===== config.mk =====
export PLATFORM = sky130hd
export DESIGN_NAME = ycbcr_to_rgb565
export DESIGN_NICKNAME = d
export VERILOG_FILES = /design/src/rtl/ycbcr_to_rgb565_pkg.sv /design/src/rtl/ycc_clamp8.sv /design/src/rtl/ycbcr_to_rgb565.sv
export SDC_FILE = /design/constraint.sdc
export NUM_CORES = 1
export LEC_CHECK = 0
export ABC_AREA = 1
export BUFFER_PORTS_ARGS = -buffer_cell sky130_fd_sc_hd__buf_2
export CELL_PAD_IN_SITES_DETAIL_PLACEMENT = 1
export CELL_PAD_IN_SITES_GLOBAL_PLACEMENT = 1
export CORE_ASPECT_RATIO = 1.5
export CORE_MARGIN = 3
export CORE_UTILIZATION = 30
export DETAILED_ROUTE_END_ITERATION = 8
export GPL_TIMING_DRIVEN = 0
export PLACE_DENSITY_LB_ADDON = 0.08
export SYNTH_ARGS = -nofsm -noshare
export SYNTH_HDL_FRONTEND = slang
export SYNTH_SLANG_ARGS = --single-unit

===== constraint.sdc =====
create_clock -name clk -period 4.9 [get_ports clk]
set_input_delay 0.245 -clock clk [delete_from_list [all_inputs] [get_ports clk]]
set_output_delay 0.245 -clock clk [all_outputs]
set_load 0.02 [all_outputs]

===== src/rtl/ycbcr_to_rgb565_pkg.sv =====
// Shared constants and helpers for the YCbCr -> RGB565 conversion pipeline.
// Coefficients are full-range BT.601 scaled by 256.
package ycbcr_to_rgb565_pkg;

  localparam int COEF_R_CR     = 359;
  localparam int COEF_G_CB     = 88;
  localparam int COEF_G_CR     = 183;
  localparam int COEF_B_CB     = 454;
  localparam int CHROMA_OFFSET = 128;
  localparam int ROUND_CONST   = 128;

  localparam int R_W = 5;
  localparam int G_W = 6;
  localparam int B_W = 5;

  // 9-bit signed chroma times a coefficient below 512 fits in 18 bits;
  // Y<<8 plus up to three products stays well inside 20 bits.
  localparam int PROD_W = 18;
  localparam int SUM_W  = 20;

  function automatic logic signed [SUM_W-1:0] sext_prod(input logic signed [PROD_W-1:0] p);
    return {{(SUM_W-PROD_W){p[PROD_W-1]}}, p};
  endfunction

  function automatic logic [15:0] pack_rgb565(input logic [7:0] r, input logic [7:0] g,
                                              input logic [7:0] b);
    return {r[7 -: R_W], g[7 -: G_W], b[7 -: B_W]};
  endfunction

endpackage


===== src/rtl/ycc_clamp8.sv =====
// Scales a signed fixed-point colour sum back to integer and saturates it
// into the 0..255 range.
module ycc_clamp8 #(
  parameter int SUM_W = 20,
  parameter int SHIFT = 8
) (
  input  logic signed [SUM_W-1:0] sum,
  output logic [7:0]              value
);

  localparam logic signed [SUM_W-1:0] MAX_VAL = SUM_W'(255);

  logic signed [SUM_W-1:0] shifted;

  always_comb begin
    shifted = sum >>> SHIFT;
    if (shifted[SUM_W-1]) begin
      value = 8'd0;
    end else if (shifted > MAX_VAL) begin
      value = 8'hFF;
    end else begin
      value = shifted[7:0];
    end
  end

endmodule


===== src/rtl/ycbcr_to_rgb565.sv =====
// Three-stage YCbCr (full-range BT.601) to RGB565 converter: multiply,
// sum with rounding, then scale/clamp/pack. Syncs travel alongside the data.
module ycbcr_to_rgb565
  import ycbcr_to_rgb565_pkg::*;
#(
  parameter int COEF_FRAC = 8
) (
  input  logic        clk,
  input  logic        rst_n,
  input  logic [7:0]  img_Y,
  input  logic [7:0]  img_Cb,
  input  logic [7:0]  img_Cr,
  input  logic        img_en_in,
  input  logic        img_href_in,
  input  logic        img_vsync_in,
  output logic [15:0] img_data,
  output logic        img_en,
  output logic        img_href,
  output logic        img_vsync
);

  localparam logic signed [PROD_W-1:0] K_R_CR  = PROD_W'(COEF_R_CR);
  localparam logic signed [PROD_W-1:0] K_G_CB  = PROD_W'(COEF_G_CB);
  localparam logic signed [PROD_W-1:0] K_G_CR  = PROD_W'(COEF_G_CR);
  localparam logic signed [PROD_W-1:0] K_B_CB  = PROD_W'(COEF_B_CB);
  localparam logic signed [SUM_W-1:0]  K_ROUND = SUM_W'(ROUND_CONST);
  localparam logic [8:0]               K_OFFSET = 9'(CHROMA_OFFSET);

  logic signed [8:0]        cb_off;
  logic signed [8:0]        cr_off;
  logic signed [PROD_W-1:0] cb_ext;
  logic signed [PROD_W-1:0] cr_ext;

  logic signed [SUM_W-1:0]  y_sh_next;
  logic signed [SUM_W-1:0]  y_sh_reg;
  logic signed [PROD_W-1:0] prod_next [4];
  logic signed [PROD_W-1:0] prod_reg  [4];
  logic signed [SUM_W-1:0]  sum_next  [3];
  logic signed [SUM_W-1:0]  sum_reg   [3];
  logic [7:0]               chan      [3];

  logic [1:0] en_pipe_reg;
  logic [1:0] href_pipe_reg;
  logic [1:0] vsync_pipe_reg;

  // Stage 1 inputs: offset chroma is exact in 9-bit two's complement.
  assign cb_off    = $signed({1'b0, img_Cb} - K_OFFSET);
  assign cr_off    = $signed({1'b0, img_Cr} - K_OFFSET);
  assign cb_ext    = {{(PROD_W-9){cb_off[8]}}, cb_off};
  assign cr_ext    = {{(PROD_W-9){cr_off[8]}}, cr_off};
  assign y_sh_next = SUM_W'(img_Y) << COEF_FRAC;

  assign prod_next[0] = cr_ext * K_R_CR;
  assign prod_next[1] = cb_ext * K_G_CB;
  assign prod_next[2] = cr_ext * K_G_CR;
  assign prod_next[3] = cb_ext * K_B_CB;

  // Stage 2 inputs: rounding bias is folded in before the later shift.
  assign sum_next[0] = y_sh_reg + sext_prod(prod_reg[0]) + K_ROUND;
  assign sum_next[1] = y_sh_reg - sext_prod(prod_reg[1]) - sext_prod(prod_reg[2]) + K_ROUND;
  assign sum_next[2] = y_sh_reg + sext_prod(prod_reg[3]) + K_ROUND;

  always_ff @(posedge clk or negedge rst_n) begin
    if (!rst_n) begin
      y_sh_reg <= '0;
      for (int i = 0; i < 4; i++) prod_reg[i] <= '0;
      for (int i = 0; i < 3; i++) sum_reg[i]  <= '0;
    end else begin
      y_sh_reg <= y_sh_next;
      for (int i = 0; i < 4; i++) prod_reg[i] <= prod_next[i];
      for (int i = 0; i < 3; i++) sum_reg[i]  <= sum_next[i];
    end
  end

  genvar gi;
  generate
    for (gi = 0; gi < 3; gi++) begin : g_clamp
      ycc_clamp8 #(
        .SUM_W (SUM_W),
        .SHIFT (COEF_FRAC)
      ) u_clamp (
        .sum   (sum_reg[gi]),
        .value (chan[gi])
      );
    end
  endgenerate

  // Syncs shift unconditionally; data only updates on valid pixels.
  always_ff @(posedge clk or negedge rst_n) begin
    if (!rst_n) begin
      en_pipe_reg    <= '0;
      href_pipe_reg  <= '0;
      vsync_pipe_reg <= '0;
      img_en         <= 1'b0;
      img_href       <= 1'b0;
      img_vsync      <= 1'b0;
      img_data       <= '0;
    end else begin
      en_pipe_reg    <= {en_pipe_reg[0], img_en_in};
      href_pipe_reg  <= {href_pipe_reg[0], img_href_in};
      vsync_pipe_reg <= {vsync_pipe_reg[0], img_vsync_in};
      img_en         <= en_pipe_reg[1];
      img_href       <= href_pipe_reg[1];
      img_vsync      <= vsync_pipe_reg[1];
      if (en_pipe_reg[1]) begin
        img_data <= pack_rgb565(chan[0], chan[1], chan[2]);
      end
    end
  end

endmodule


After elaboration in Yosys (flattened, before gate mapping)
Cells that the tools add are included.
- add/subtract/negate cells: 9
- $mul: 4
- order comparisons: 3
- mux-type cells: 6
- operators with widths (kind ; number):
    two-way mux 8 bit ; 6
    adder 19 x 9 -> 20 bit, second input constant ; 2
    adder 17 x 18 -> 19 bit ; 2
    greater-than comparator 12 x 9 -> 1 bit, second input constant ; 3
    adder 20 x 9 -> 20 bit, second input constant ; 1
    subtractor 18 x 18 -> 19 bit ; 1
    multiplier 9 x 10 -> 18 bit, second input constant ; 1
    multiplier 9 x 9 -> 18 bit, second input constant ; 1
    subtractor 17 x 17 -> 18 bit ; 1
    subtractor 8 x 8 -> 9 bit, second input constant ; 2
    multiplier 9 x 9 -> 17 bit, second input constant ; 1
    multiplier 9 x 5 -> 14 bit, second input constant ; 1
- flip-flop bits (word level): 160

Longest topological paths before layout
Gate-level depths: netlist (run 1).
- depth after elaboration: 3
- gate-level depth with buffers: 22
- mapped depth without buffers: 21

Cells and area by module
A second synthesis (run 1) with hierarchy kept.
- cell total of the unflattened synthesis: 1341
- area total of the unflattened synthesis: 12126.6 µm²
- by module, submodules not included (module ; instances ; seq. area each (µm²) ; cells an instance ; area an instance (µm²)):
    ycbcr_to_rgb565 ; 1 ; 3828.7 ; 1236 ; 11638.7
    ycc_clamp8 ; 3 ; 0.0 ; 35 ; 162.7

Worst setup path after synthesis (run 1)
Ideal clock, no wire load.
- kind: input -> register
- from: in img_Cr[7]
- to: reg prod_reg[69] (netlist bit)
- arrival time: 3934 ps
- library setup time: 135 ps
- path slack: 831 ps
- buffers on the path: 1
- stages on the path: 16
- cells stage by stage: clkbuf_1 -> inv_1 -> ha_1 -> inv_1 -> ha_1 -> fa_1 -> fa_1 -> inv_1 -> fa_1 -> inv_1 -> ha_1 -> a21oi_1 -> o21ai_0 -> a21oi_1 -> o31ai_1 -> xor2_1
- RTL lines (element ; line ; text):
    start: declaration ; ycbcr_to_rgb565.sv:12 ; input logic [7:0] img_Cr,
    end: declaration ; ycbcr_to_rgb565.sv:37 ; logic signed [PROD_W-1:0] prod_reg [4];

==> out/results.ini, run 1 <==
[finish]
final_cell_mix=inv_1, nand2_1, ha_1
fillCellCount=4023
drive_gt1_frac=0.0900
utilization=0.351
finish.instance_area_um2=12100
instances_no_fill=1756
fin_nets=1557
synthToLayoutAreaGrowth_pct=15.0
final_common_cell=inv_1
antennaDiodeCount=0
largest_register_ffs=54

[logic_synthesis]
syn_area_um2=10500
async_flop_share=1.00
synthFlopType=dfrtp_1
ys_types=39
syn_inst=1197
synth_edf_count=0
synth_nets=1477
ys_ff_latch=115
syn_area_per_cell_um2=8.77
yosysWarnings=0
ys_seq_area_frac=0.274

[drt]
avgViaCountPerCell=4.40
drc=0
wl_per_cell_um=15.1
drt_pass1_iterations=4
final_antenna_net_count=0
vias=7725
drt-initial-drc-count=194
routed_wl_um=26600

[timing]
setup_violations=0
rsz0062_at_grt=no
worst_pin_slew_ns=0.780
max_freq_mhz=226
fin_crit_ns=4.42
skew_ns=0.0126
min_period_over_period=0.902
timing.final.ws_setup_ns=0.479
hold_viol=0
maxSlewViolCount=0
max_slew_margin=0.467

[min_path]
hold_path.class=primary input to flip-flop
min_from=img_Cr[0]

[floorplanning]
dieArea_um2=37300
die_height_um=235
pin_count=48
rows=83
core_area_um2=34400
die_x_um=159
initial_utilization=0.305

[clock_network]
cts_buffers=17
cts_sinks=115
post-cts-setup-buffers=0
cts.path.max_buffers=2
cts.clk_slew.worst_paths_ns=0.06
clock-root-buffer=clkbuf_16
insertion_delay_ns=0.42
cts_max_level=4
cts_tree=done

[placed_design]
post-place-ws_ns=-0.346
place_area_um2=11400
placed_cells=1712
io_buffers=47
gp_congestion=0.784
dp_hpwl_um=22700

[global_routing]
grt_pass1_wl_um=44100
track_usage=0.148
grt-ovfl-total=0
grt_max_degree=95
first_global_vias=8546
antenna_found_initial=0

[setup_path]
r2r_start=y_sh_reg[8]
cp_max_fo=10
cp-end-kind=flip-flop
worstPathArrival_ns=4.72
startpoint=img_Cr[7]
setup.worst_path.class=primary input to flip-flop
crit_required_ns=5.20
startpoint_type=primary input

[outcome]
status=completed

[pwr]
p_per_area_nw_per_um2=613
ir_worst_vdd_mv=0.271
leakage_uw=0.00651

[flow_run]
drv_cap=0

[cell usage after synthesis, types with 3 or more instances]
| library cell | instances | share of area |
|---|---|---|
| nand2_2 | 13 | 0.0077 |
| nand4_1 | 9 | 0.0054 |
| o31ai_1 | 3 | 0.0021 |
| a21oi_1 | 56 | 0.027 |
| a211oi_1 | 4 | 0.0029 |
| nor3_1 | 9 | 0.0043 |
| inv_1 | 262 | 0.094 |
| fa_1 | 70 | 0.13 |
| o21ai_0 | 50 | 0.024 |
| nor2_1 | 48 | 0.017 |
| nand2_1 | 215 | 0.077 |
| xor2_1 | 51 | 0.043 |
| nand3_1 | 34 | 0.016 |
| nand3_2 | 4 | 0.0038 |
| ha_1 | 181 | 0.22 |
| a21o_1 | 4 | 0.0029 |
| xnor2_1 | 26 | 0.022 |
| or3_1 | 3 | 0.0018 |
| a31oi_1 | 4 | 0.0024 |
| inv_2 | 6 | 0.0021 |
| nor2_2 | 4 | 0.0024 |
| dfrtp_1 | 115 | 0.27 |
[critical path, stage by stage]
cell and delay, ns:
buf_2 0.20, clkbuf_2 0.28, inv_1 0.28, ha_1 0.44, inv_1 0.16, ha_1 0.24, fa_1 0.49, fa_1 0.57
inv_1 0.06, fa_1 0.50, inv_1 0.04, ha_1 0.36, a21oi_1 0.24, o21ai_0 0.11, a21oi_1 0.25, o31ai_1 0.11
xor2_1 0.14
[worst paths after layout]
path / cells after the start / slack (ns) / endpoint
setup / recovery: 17 / 0.48 / prod_reg[69]
hold / removal: 1 / 0.11 / prod_reg[18]
setup reg to reg: 16 / 2.01 / sum_reg[39]
hold reg to reg: 0 / 0.35 / img_href
max in group asynchronous: 3 / 3.94 / prod_reg[1]
min in group asynchronous: 2 / 0.24 / sum_reg[51]
[logic make-up after synthesis]
family	after synthesis	synth area share
buffers and inverters	273	0.0977
AND/OR/NAND/NOR	345	0.141
XOR/XNOR	78	0.0658
adder cells (fa/ha/maj)	251	0.349
AO/OA/AOI/OAI	135	0.0723
flip-flops	115	0.274
[through the flow]
step,hold WS [ns],TNS [ns],total power [µW]
5_1_grt,0.108,0,8260
4_1_cts,0.107,0,7580
6_report,0.115,0,7400
2_1_floorplan,-0.0506,0,4990
3_5_place_dp,0.113,-2.35,6300
3_3_place_gp,0.332,-1.84,6230
[area by class of cell]
type                       instances  area (µm²)  share of cell area
multi-input combinational        809        6590               0.546
tap                              467         584              0.0484
clock buffer                      20         457              0.0378
inverter                         270        1010              0.0840
sequential                       115        2880               0.238
timing repair buffer              61         399              0.0331
buffer                             3        13.8             0.00114
clock inverter                    11         130              0.0108
[metal layers]
metal	vias to the layer above	GRT usage	part of all wire
li1	3892	-	-
met1	3744	0.172	0.43
met2	67	0.286	0.54
met3	22	0.0197	0.017
met4	0	0.0372	0.013
met5	-	0	0
[where the power goes]
part	switching [µW]	leakage, µW	total (µW)	internal (µW)
combinational	2990	0.00488	4670	1680
sequential	167	0.00136	1510	1350
clock	448	0.000275	1220	773
total	3610	0.00651	7400	3800
[timing repair]
action                     4_1_cts  5_1_grt
resized for setup                0        3
hold endpoints to repair        33        0
hold buffers                    13        0
setup endpoints to repair        0        5
(Power assumes the default switching activity.)
==> run 2: changes to the inputs <==
--- a/config.mk
+++ b/config.mk
@@ -15,6 +15,7 @@
 export DETAILED_ROUTE_END_ITERATION = 8
 export GPL_TIMING_DRIVEN = 0
 export PLACE_DENSITY_LB_ADDON = 0.08
+export RECOVER_POWER = 50
 export SYNTH_ARGS = -nofsm -noshare
 export SYNTH_HDL_FRONTEND = slang
 export SYNTH_SLANG_ARGS = --single-unit
==> run 2 against run 1 <==
  * The run now ends with max-capacitance violations, max-slew violations left
  * Sequential cell count did not move
  * Critical endpoint unchanged
  * Clock skew did not move
  * Sequential share of layout area rose by 0.070 points
  * Critical path type unchanged
  * Die area did not move
==> out/results.ini, run 2 (synthesis results as in run 1) <==
[timing]
tns_ns=0  ; unchanged
setup_violations=0  ; unchanged
fin_crit_ns=4.42  ; unchanged
holdWs_ns=0.186  ; +0.0710 ns
skew_ns=0.0126  ; unchanged
hold_viol=0  ; unchanged
max_slew_margin=-0.541  ; -1.01
worst_pin_slew_ns=2.31  ; +1.53 ns
timing.final.ws_setup_ns=0.479  ; unchanged
maxSlewViolCount=95  ; +95
min_period_over_period=0.902  ; unchanged
max_freq_mhz=226  ; unchanged
rsz0062_at_grt=no

[setup_path]
crit_required_ns=5.20  ; about the same
crit_slowest_cell=fa_1
startpoint_type=primary input
worstPathArrival_ns=4.72  ; about the same
max_stage_delay_ns=0.57  ; about the same
cp_max_fo=10  ; unchanged
worst_path_most_repeated_cell=inv_1
setup.worst_path.class=primary input to flip-flop
cp_cell_sequence=buf_2, clkbuf_2, inv_1, ha_1, inv_1, ha_1, fa_1, fa_1, inv_1, fa_1, inv_1, ha_1, a21oi_1, o21ai_0, a21oi_1, o31ai_1, xor2_1
cp-end-kind=flip-flop
rr_worst_depth=16  ; unchanged

[clock_network]
cts_max_level=4  ; unchanged
cts_sinks=115  ; unchanged
cts.path.max_buffers=2  ; unchanged
clock-root-buffer=clkbuf_16
cts_tree=done
cts.clk_slew.worst_paths_ns=0.06  ; about the same
cts_buffers=17  ; unchanged
insertion_delay_ns=0.42  ; about the same

[finish]
synthToLayoutAreaGrowth_pct=14.6
utilization=0.350  ; -0.00102
drive_gt1_frac=0.0861  ; -0.00388
final_common_cell=inv_1
antennaDiodeCount=0  ; unchanged
finish.instance_area_um2=12000  ; -0.29%
largest_register_ffs=54  ; unchanged
fin_nets=1557  ; unchanged
final_cell_mix=inv_1, nand2_1, ha_1

[floorplanning]
die_height_um=235  ; unchanged
rows=83  ; unchanged
initial_utilization=0.305  ; unchanged
core_area_um2=34400  ; unchanged
dieArea_um2=37300  ; unchanged
pin_count=48  ; unchanged
die_x_um=159  ; unchanged

[placed_design]
place_area_um2=11400  ; unchanged
io_buffers=47  ; unchanged
gp_congestion=0.784  ; unchanged
post-place-ws_ns=-0.346  ; unchanged
dp_hpwl_um=22700  ; unchanged

[drt]
drc=0  ; unchanged
avgViaCountPerCell=4.40  ; unchanged
wl_per_cell_um=15.1  ; about the same
drt_pass1_iterations=4  ; unchanged
drt-initial-drc-count=194  ; unchanged
final_antenna_net_count=0  ; unchanged
routed_wl_um=26600  ; about the same
vias=7725  ; unchanged

[pwr]
ir_worst_vdd_mv=0.271  ; about the same
p_per_area_nw_per_um2=615  ; +0.25%
leakage_uw=0.00648  ; -0.38%

[global_routing]
track_usage=0.148  ; unchanged
grt_max_degree=95  ; unchanged
grt_pass1_wl_um=44100  ; unchanged
grt-ovfl-total=0  ; unchanged
first_global_vias=8546  ; unchanged
antenna_found_initial=0  ; unchanged

[outcome]
violations=max-capacitance violations, max-slew violations
status=finished with violations

[min_path]
hold_depth=2  ; +1
hold_path.class=primary input to flip-flop

[flow_run]
drv_cap=1  ; +1

run 2: changes by cell type in the layout (fill, tap and decap cells not counted):
cell	delta
buf_2	-4
buf_16	-1
clkbuf_2	+1
buf_6	-1
clkbuf_1	+5
run 2: layout make-up:
type                       count  area (µm²)
buffer                         3        13.8
clock buffer                  20         457
clock inverter                11         130
fill                        4029       22300
inverter                     270        1010
multi-input combinational    809        6590
sequential                   115        2880
tap                          467         584
timing repair buffer          61         364
run 2: what timing repair did:
| action | CTS | global route |
|---|---|---|
| setup buffers | 0 | 0 |
| endpoints found under the hold margin | 33 | 0 |
| hold buffers | 13 | 0 |
| gates resized for setup | 0 | 3 |
| setup endpoints to repair | 0 | 5 |
run 2: critical path: cells and delay by family:
family	cells	cell delay, ns
compound gates	4	0.71
xor+xnor	1	0.14
fa+ha+maj	6	2.60
buf+inv	6	1.02
run 2: through the flow:
stage / cells / power, µW
5_1_grt: 1756 / 8260
4_1_cts: 1756 / 7580
3_3_place_gp: 1711 / 6230
3_5_place_dp: 1712 / 6300
2_1_floorplan: 1197 / 4990
6_report: 1756 / 7400
run 2: final timing paths:
path / from / to / slack (ns)
worst min-delay path: img_Cb[1] / prod_reg[2] / 0.19
worst min register to register: href_pipe_reg[1] / img_href / 0.35
max in group asynchronous: rst_n / prod_reg[3] / 1.49
worst max-delay path: img_Cr[7] / prod_reg[69] / 0.48
min in group asynchronous: rst_n / sum_reg[51] / 0.57
worst max register to register: y_sh_reg[8] / sum_reg[39] / 2.01
run 2: report_power, final:
group          internal (µW)  switching [µW]  leakage [µW]  total, µW
Combinational           1670            2990       0.00485       4660
Clock                    773             448      0.000275       1220
Sequential              1350             167       0.00136       1520
run 2: layer usage:
metal  part of all wire  up-vias  track usage
met2               0.54       67        0.286
met5                  0        -            0
met4              0.013        0       0.0372
met1               0.43     3744        0.172
met3              0.017       22       0.0197
li1                   -     3892            -
